File: config.mk
export PLATFORM = sky130hd
export DESIGN_NAME = mem_arbiter
export DESIGN_NICKNAME = d
export VERILOG_FILES = /design/src/rtl/mem_arbiter.sv
export SDC_FILE = /design/constraint.sdc
export NUM_CORES = 1
export LEC_CHECK = 0
export CAP_MARGIN = 10
export CORE_MARGIN = 1
export CORE_UTILIZATION = 45
export CTS_CLUSTER_SIZE = 16
export DETAILED_ROUTE_END_ITERATION = 10
export GPL_TIMING_DRIVEN = 0
export PLACE_DENSITY = 0.85
export SLEW_MARGIN = 30
export SYNTH_ARGS = -nofsm -noshare
export SYNTH_HDL_FRONTEND = slang
export SYNTH_SLANG_ARGS = --single-unit
export TNS_END_PERCENT = 20
File: constraint.sdc
create_clock -name clk -period 2.3 [get_ports clk]
set_input_delay 0.46 -clock clk [delete_from_list [all_inputs] [get_ports clk]]
set_output_delay 0.46 -clock clk [all_outputs]
set_load 0.02 [all_outputs]
File: src/rtl/mem_arbiter.sv
// Two-port arbiter for the shared CHIP-8 memory: one transaction at a time,
// round-robin on contention, one-cycle ack pulse per completed request.
module mem_arbiter #(
    parameter int ADDR_WIDTH = 12,
    parameter int DATA_WIDTH = 8
) (
    input  logic                  clk,
    input  logic                  reset,
    input  logic                  p0_req,
    input  logic                  p0_we,
    input  logic [ADDR_WIDTH-1:0] p0_addr,
    input  logic [DATA_WIDTH-1:0] p0_wdata,
    output logic [DATA_WIDTH-1:0] p0_rdata,
    output logic                  p0_ack,
    input  logic                  p1_req,
    input  logic                  p1_we,
    input  logic [ADDR_WIDTH-1:0] p1_addr,
    input  logic [DATA_WIDTH-1:0] p1_wdata,
    output logic [DATA_WIDTH-1:0] p1_rdata,
    output logic                  p1_ack,
    output logic                  mem_read,
    output logic [ADDR_WIDTH-1:0] mem_read_addr,
    input  logic [DATA_WIDTH-1:0] mem_read_data,
    input  logic                  mem_read_ack,
    output logic                  mem_write,
    output logic [ADDR_WIDTH-1:0] mem_write_addr,
    output logic [DATA_WIDTH-1:0] mem_write_data
);

    typedef enum logic [1:0] {ST_IDLE, ST_ISSUE, ST_WAIT, ST_DONE} state_t;

    state_t                       r_state, w_state_next;
    logic                         r_last_grant, w_last_grant_next;
    logic                         r_grant, w_grant_next;
    logic                         r_we, w_we_next;
    logic                         r_mem_read, w_mem_read_next;
    logic                         r_mem_write, w_mem_write_next;
    logic [ADDR_WIDTH-1:0]        r_mem_read_addr, w_mem_read_addr_next;
    logic [ADDR_WIDTH-1:0]        r_mem_write_addr, w_mem_write_addr_next;
    logic [DATA_WIDTH-1:0]        r_mem_write_data, w_mem_write_data_next;
    logic [1:0]                   r_ack, w_ack_next;
    logic [1:0][DATA_WIDTH-1:0]   r_rdata, w_rdata_next;

    logic                         w_pick1;
    logic                         w_sel_we;
    logic [ADDR_WIDTH-1:0]        w_sel_addr;
    logic [DATA_WIDTH-1:0]        w_sel_wdata;

    // On a tie the port that did not win last time gets the grant.
    assign w_pick1     = p1_req & (~p0_req | ~r_last_grant);
    assign w_sel_we    = w_pick1 ? p1_we    : p0_we;
    assign w_sel_addr  = w_pick1 ? p1_addr  : p0_addr;
    assign w_sel_wdata = w_pick1 ? p1_wdata : p0_wdata;

    always_comb begin
        w_state_next          = r_state;
        w_last_grant_next     = r_last_grant;
        w_grant_next          = r_grant;
        w_we_next             = r_we;
        w_mem_read_next       = 1'b0;
        w_mem_write_next      = 1'b0;
        w_mem_read_addr_next  = r_mem_read_addr;
        w_mem_write_addr_next = r_mem_write_addr;
        w_mem_write_data_next = r_mem_write_data;
        w_ack_next            = 2'b00;
        w_rdata_next          = '0;
        case (r_state)
            ST_IDLE: begin
                if (p0_req || p1_req) begin
                    w_grant_next      = w_pick1;
                    w_last_grant_next = w_pick1;
                    w_we_next         = w_sel_we;
                    w_state_next      = ST_ISSUE;
                    if (w_sel_we) begin
                        w_mem_write_next      = 1'b1;
                        w_mem_write_addr_next = w_sel_addr;
                        w_mem_write_data_next = w_sel_wdata;
                    end else begin
                        w_mem_read_next      = 1'b1;
                        w_mem_read_addr_next = w_sel_addr;
                    end
                end
            end
            ST_ISSUE: begin
                if (r_we) begin
                    w_ack_next[r_grant] = 1'b1;
                    w_state_next        = ST_DONE;
                end else begin
                    w_state_next = ST_WAIT;
                end
            end
            ST_WAIT: begin
                if (mem_read_ack) begin
                    w_ack_next[r_grant]   = 1'b1;
                    w_rdata_next[r_grant] = mem_read_data;
                    w_state_next          = ST_DONE;
                end
            end
            // DONE never samples requests, so a still-high req waits for IDLE.
            ST_DONE: w_state_next = ST_IDLE;
            default: w_state_next = ST_IDLE;
        endcase
    end

    always_ff @(posedge clk) begin
        if (reset) begin
            r_state          <= ST_IDLE;
            r_last_grant     <= 1'b1;
            r_grant          <= 1'b0;
            r_we             <= 1'b0;
            r_mem_read       <= 1'b0;
            r_mem_write      <= 1'b0;
            r_mem_read_addr  <= '0;
            r_mem_write_addr <= '0;
            r_mem_write_data <= '0;
            r_ack            <= 2'b00;
            r_rdata          <= '0;
        end else begin
            r_state          <= w_state_next;
            r_last_grant     <= w_last_grant_next;
            r_grant          <= w_grant_next;
            r_we             <= w_we_next;
            r_mem_read       <= w_mem_read_next;
            r_mem_write      <= w_mem_write_next;
            r_mem_read_addr  <= w_mem_read_addr_next;
            r_mem_write_addr <= w_mem_write_addr_next;
            r_mem_write_data <= w_mem_write_data_next;
            r_ack            <= w_ack_next;
            r_rdata          <= w_rdata_next;
        end
    end

    assign p0_ack         = r_ack[0];
    assign p1_ack         = r_ack[1];
    assign p0_rdata       = r_rdata[0];
    assign p1_rdata       = r_rdata[1];
    assign mem_read       = r_mem_read;
    assign mem_write      = r_mem_write;
    assign mem_read_addr  = r_mem_read_addr;
    assign mem_write_addr = r_mem_write_addr;
    assign mem_write_data = r_mem_write_data;

endmodule

==> results.sh, run 1 <==
export IMPL_worst_slew_margin_rel_pct=51.12
export IMPL_drtIter0Drc=120
export IMPL_skew_ps=8.133
export IMPL_leakage_nw=1.366
export IMPL_worstSetupStartpointType="primary input"
export IMPL_diodes=0
export IMPL_dp_hpwl_um=4684
export IMPL_power_density_nw_per_um2=1024
export IMPL_hold_path_class="flip-flop to flip-flop"
export IMPL_postCtsSetupRepairBufs=0
export IMPL_drt_pre_antenna_iters=4
export IMPL_grt_pass1_vias=2056
export IMPL_htree_levels=3
export IMPL_hold_depth=2
export IMPL_num_vias=2083
export IMPL_ir_drop_uv=637.4
export IMPL_max_freq_mhz=545.8
export IMPL_cts_sinks=57
export IMPL_async_reset_ff_share_pct=0
export IMPL_hold_buffers=0
export IMPL_syn2layout_area_growth_pct=55.32
export IMPL_min_to="r_we"
export IMPL_fp_row_count=26
export IMPL_critPathRequiredTime_ps=2490
export IMPL_seq_area_um2=1141
export IMPL_worstMarginPinSlew_ps=727.6
export IMPL_netSwitchingFraction_pct=36.11
export IMPL_grt_max_degree=11
export IMPL_period_share_pct=79.66
export IMPL_fillCellCount=387
export IMPL_syn_avg_cell_area_um2=11.27
export IMPL_place_ws_ps=137.0
export IMPL_overflow=0
export IMPL_reg2reg_depth=6
export IMPL_cts_buffer_depth=2
export IMPL_yosysTopAreaCellShare_pct=47.55
export IMPL_ios=107
export IMPL_fin_nets=387
export IMPL_hold_slack_ps=516.1
export IMPL_synth_top_cell_by_area="dfxtp_1"
export IMPL_clkPwrFrac_pct=23.8
export IMPL_endpoint_kind="flip-flop"
export IMPL_syn_cell_area_um2=2400
export IMPL_slew_violations=0
export IMPL_antenna_left=0
export IMPL_wl_per_cell_um=15.75
export IMPL_worstSetupPathType="primary input to flip-flop"
export IMPL_die_area_um2=5629
export IMPL_die_h_um=75.03
export IMPL_ys_types=31
export IMPL_synth_most_common_cell="dfxtp_1"
export IMPL_regToRegSetupSlack_ps=500
export IMPL_drc=0
export IMPL_portBuffers=105
export IMPL_antenna_found_initial=0
export IMPL_seq_power_share_pct=33.8
export IMPL_multi_input_area_um2=1132
export IMPL_r2r_end="r_last_grant"
export IMPL_cts_repair_resized=0
export IMPL_postSynthRegisterBits=57
export IMPL_ys_warn_count=0
export IMPL_cts_root_buffer="clkbuf_8"
export IMPL_synth_commonest_cells="dfxtp_1, a21oi_1, a211oi_2"
export IMPL_clk_latency_ps=340
export IMPL_core_um2=5107
export IMPL_syn_inst=213
export IMPL_hold_viol_final=0
export IMPL_min_from="r_we"
export IMPL_syn_nets=271
export IMPL_synth_edf_count=0
export IMPL_place_congestion=0.7586
export IMPL_ys_flop_type="dfxtp_1"
export IMPL_stdcell_count=404
export IMPL_ys_top_cells_by_area="dfxtp_1, a211oi_2, mux2i_1"
export IMPL_p_comb_share_pct=42.5
export IMPL_totalWireLength_um=6361
export IMPL_fin_ws_ps=467.8
export IMPL_p_int_w=0.002439
export IMPL_dp_cells=388
export IMPL_cts_made_buffers=9
export IMPL_ys_seq_area_share_pct=47.55
export IMPL_path_clk_slew_ps=60
export IMPL_vias_per_cell=5.156
export IMPL_p_sw_w=0.001379
export IMPL_grt_pass1_wl_um=9722
export IMPL_crit_fanout=10
export IMPL_rsz0062_at_grt="no"
export IMPL_fin_crit_ps=1832
export IMPL_start_util_pct=46.99
export IMPL_cp_data_arrival_time_ps=2020
export IMPL_grt_usage_pct=23.86
export IMPL_outcome="complete, no violations"
export IMPL_cts_tree="built"
export IMPL_die_w_um=75.03
export IMPL_drive_gt1_share_pct=17.96
export IMPL_max_cap_violations=0
export IMPL_setup_viol=0
export IMPL_fin_tns_setup_ps=0
export IMPL_reg2reg_from="r_state[0]"
## cells by family (layout without fill, tap and decap cells)
| logic type | Yosys count | after routing | share of synthesized area, % |
|---|---|---|---|
| mux | 21 | 21 | 8.759 |
| simple gates | 39 | 39 | 10.27 |
| fa+ha+maj | 3 | 3 | 1.564 |
| compound gates | 72 | 72 | 26.59 |
| buf+inv | 21 | 142 | 5.266 |
| flops | 57 | 57 | 47.55 |
## layout by cell type, fill, tap and decap left out, types with 4 or more instances in the layout
cell / count
clkdlybuf4s50_1: 105
dfxtp_1: 57
a21oi_1: 32
a211oi_2: 30
mux2i_1: 21
and2_1: 17
clkbuf_1: 11
clkbuf_8: 10
nand2_1: 5
buf_4: 4
buf_6: 4
nor2_1: 4
## power groups by stage
stage               sequential (W)  combinational (W)  clock, W
finish                     0.00129            0.00162  0.000908
detailed placement         0.00130            0.00162         0
global route               0.00131            0.00174  0.000959
global placement           0.00129            0.00158         0
floorplan                  0.00148           0.000830         0
CTS                        0.00129            0.00162  0.000924
## final cells by class
cell class / instances / share of cell area [%]
inverter: 3 / 0.3021
buffer: 18 / 3.088
tap: 70 / 2.350
multi-input combinational: 135 / 30.38
sequential: 57 / 30.61
clock inverter: 3 / 1.074
clock buffer: 13 / 3.995
timing repair buffer: 105 / 28.20
## worst max path at each step
| stage | startpoint | endpoint | slack [ps] |
|---|---|---|---|
| 3_3_place_gp | p0_req | mem_read_addr[0] | 150 |
| 4_1_cts | p0_req | mem_write_addr[8] | 490 |
| 2_1_floorplan | r_state[0] | r_last_grant | 820 |
| 5_1_grt | r_state[0] | r_last_grant | 360 |
| 3_5_place_dp | p0_req | mem_read_addr[8] | 140 |
| 6_report | p0_req | mem_write_addr[8] | 470 |
## worst max-delay path, stage by stage
cell and delay, ps:
clkdlybuf4s50_1 520, a21boi_4 300, buf_4 280, mux2i_1 340
a211oi_2 110
## routing by layer
layer,global-route usage [%],part of all wire (%),vias to the layer above
met1,29.50,42,987
met4,10.27,1.9,0
li1,-,-,1006
met2,39.64,50,81
met5,0,0,-
met3,5.890,6.8,9
## flip-flops by register name, summed over array words and instances (netlist names)
register        cells
p1_rdata            8
r_grant             1
r_last_grant        1
mem_read            1
r_state             2
mem_read_addr      12
mem_write           1
p0_rdata            8
mem_write_addr     12
r_we                1
mem_write_data      8
r_ack               2
## metrics by stage
stage | util [%] | area, µm² | total power [W]
finish | 72.98 | 3727 | 0.003818
global route | 72.98 | 3727 | 0.004007
CTS | 72.98 | 3727 | 0.003832
detailed placement | 69.28 | 3538 | 0.002919
global placement | 69.28 | 3538 | 0.002874
floorplan | - | 2400 | 0.002312
(Power assumes the default switching activity.)
==> run 2, diff against run 1 <==
--- a/config.mk
+++ b/config.mk
@@ -7,11 +7,11 @@
 export LEC_CHECK = 0
 export CAP_MARGIN = 10
 export CORE_MARGIN = 1
-export CORE_UTILIZATION = 45
+export CORE_UTILIZATION = 42
 export CTS_CLUSTER_SIZE = 16
 export DETAILED_ROUTE_END_ITERATION = 10
 export GPL_TIMING_DRIVEN = 0
-export PLACE_DENSITY = 0.85
+export PLACE_DENSITY = 0.8
 export SLEW_MARGIN = 30
 export SYNTH_ARGS = -nofsm -noshare
 export SYNTH_HDL_FRONTEND = slang
==> constraint.sdc (replaced) <==
create_clock -name clk -period 1.9 [get_ports clk]
set_input_delay 0.38 -clock clk [delete_from_list [all_inputs] [get_ports clk]]
set_output_delay 0.38 -clock clk [all_outputs]
set_load 0.02 [all_outputs]
==> run 2 against run 1 <==
  * Worst hold slack worse by 87 ps
  * Design area down 0.13%
  * Global-route usage down 2.6 points
  * Routed wire length down 3.7%
  * Clock-buffer cell count down 1
==> results.sh, run 2 (synthesis gave the netlist of run 1 again) <==
export IMPL_overflow=0
export IMPL_die_h_um=77.59
export IMPL_worst_slew_margin_rel_pct=45.68
export IMPL_place_congestion=0.7767
export IMPL_portBuffers=105
export IMPL_die_area_um2=6020
export IMPL_placed_cell_area_um2=3541
export IMPL_outcome="complete, no violations"
export IMPL_antenna_found_initial=0
export IMPL_p_sw_w=0.001660
export IMPL_multi_input_area_um2=1132
export IMPL_hold_buffers=0
export IMPL_max_stage_delay_ps=520
export IMPL_grt_max_degree=11
export IMPL_grt_usage_pct=21.27
export IMPL_hold_path_class="primary input to flip-flop"
export IMPL_grt_pass1_wl_um=9839
export IMPL_ir_drop_uv=642.2
export IMPL_fp_row_count=27
export IMPL_cts_made_buffers=9
export IMPL_netSwitchingFraction_pct=36.54
export IMPL_hold_viol_final=0
export IMPL_fillCellCount=435
export IMPL_clkPwrFrac_pct=22.5
export IMPL_worstMarginPinSlew_ps=813.1
export IMPL_num_vias=2046
export IMPL_die_w_um=77.59
export IMPL_crit_fanout=10
export IMPL_crit_path_top_delay_cell="clkdlybuf4s50_1"
export IMPL_clk_latency_ps=330
export IMPL_wl_per_cell_um=15.12
export IMPL_cts_sinks=57
export IMPL_period_share_pct=93.34
export IMPL_core_um2=5507
export IMPL_power_density_nw_per_um2=1220
export IMPL_ios=107
export IMPL_critPathRequiredTime_ps=2080
export IMPL_cp_data_arrival_time_ps=1950
export IMPL_vias_per_cell=5.052
export IMPL_worstSetupPathType="primary input to flip-flop"
export IMPL_path_clk_slew_ps=60
export IMPL_hold_slack_ps=429.5
export IMPL_fin_nets=387
export IMPL_drtIter0Drc=80
export IMPL_cts_tree="built"
export IMPL_max_freq_mhz=563.9
export IMPL_grt_pass1_vias=2085
export IMPL_final_common_cell="clkdlybuf4s50_1"
export IMPL_diodes=0
export IMPL_p_int_w=0.002883
export IMPL_setup_viol=0
export IMPL_dp_hpwl_um=4633
export IMPL_endpoint_kind="flip-flop"
export IMPL_design_area_um2=3722
export IMPL_cts_buffer_depth=2
export IMPL_p_comb_share_pct=43.4
export IMPL_rsz0062_at_grt="no"
export IMPL_skew_ps=7.226
export IMPL_final_cell_mix="clkdlybuf4s50_1, dfxtp_1, a21oi_1"
export IMPL_antenna_left=0
export IMPL_fin_crit_ps=1773
export IMPL_start_util_pct=43.58
export IMPL_slew_violations=0
export IMPL_drc=0
export IMPL_regToRegSetupSlack_ps=220
export IMPL_cts_root_buffer="clkbuf_8"
export IMPL_crit_path_cell_trace="clkdlybuf4s50_1, a21boi_4, buf_6, mux2i_1, a211oi_2"
export IMPL_max_cap_violations=0
export IMPL_syn2layout_area_growth_pct=55.11
export IMPL_leakage_nw=1.370
export IMPL_seq_area_um2=1141
export IMPL_worstSetupStartpointType="primary input"
export IMPL_seq_power_share_pct=34.2
export IMPL_totalWireLength_um=6125
export IMPL_drt_pre_antenna_iters=4
export IMPL_htree_levels=3
export IMPL_drive_gt1_share_pct=18.92
## run 2: final cells by class
class | instances | area share [%]
buffer | 18 | 3.126
clock buffer | 12 | 4.437
clock inverter | 3 | 0.4034
inverter | 3 | 0.3025
multi-input combinational | 135 | 30.42
sequential | 57 | 30.66
tap | 72 | 2.420
timing repair buffer | 105 | 28.24
## run 2: critical path: cells and delay by family
family	cells	cell delay (ps)
buf+inv	2	740
compound gates	2	420
mux	1	400
## run 2: what timing repair did
item,in CTS,in global routing
resized for setup,0,2
setup endpoints to repair,0,1
buffers inserted,0,0
hold endpoints to repair,0,0
## run 2: final timing paths
kind	start	to	cells past startpoint
worst max-delay path	p0_req	mem_read_addr[0]	5
worst min-delay path	reset	r_ack[0]	2
worst max register to register	r_state[0]	mem_read_addr[10]	6
worst min register to register	r_grant	r_ack[0]	1
## run 2: stage by stage
stage | setup TNS, ps | total power, W | cells | worst slack (ps) | util (%)
final | 0 | 0.004543 | 405 | 126.5 | 67.60
after CTS | 0 | 0.004562 | 405 | 119.7 | 67.58
after detailed placement | -5132 | 0.003539 | 390 | -197.5 | 64.30
after global placement | -4489 | 0.003481 | 390 | -174.4 | 64.30
after global routing | 0 | 0.004775 | 405 | 40.85 | 67.60
after floorplan | 0 | 0.002799 | 213 | 424.6 | -
## run 2: metal layers
metal	wire length (µm)	GRT usage, %	part of all wire (%)
met5	0	0	0
met4	110	10.19	1.8
met3	367	5.294	6.0
met2	3133	37.79	51
met1	2513	23.56	41
## run 2: power by group through the flow
| stage | Clock [W] | Sequential [W] | Combinational (W) |
|---|---|---|---|
| final | 0.00102 | 0.00155 | 0.00197 |
| after global routing | 0.00110 | 0.00158 | 0.00210 |
| after CTS | 0.00103 | 0.00155 | 0.00198 |
| after detailed placement | 0 | 0.00157 | 0.00197 |
| after global placement | 0 | 0.00157 | 0.00192 |
| after floorplan | 0 | 0.00179 | 0.00101 |
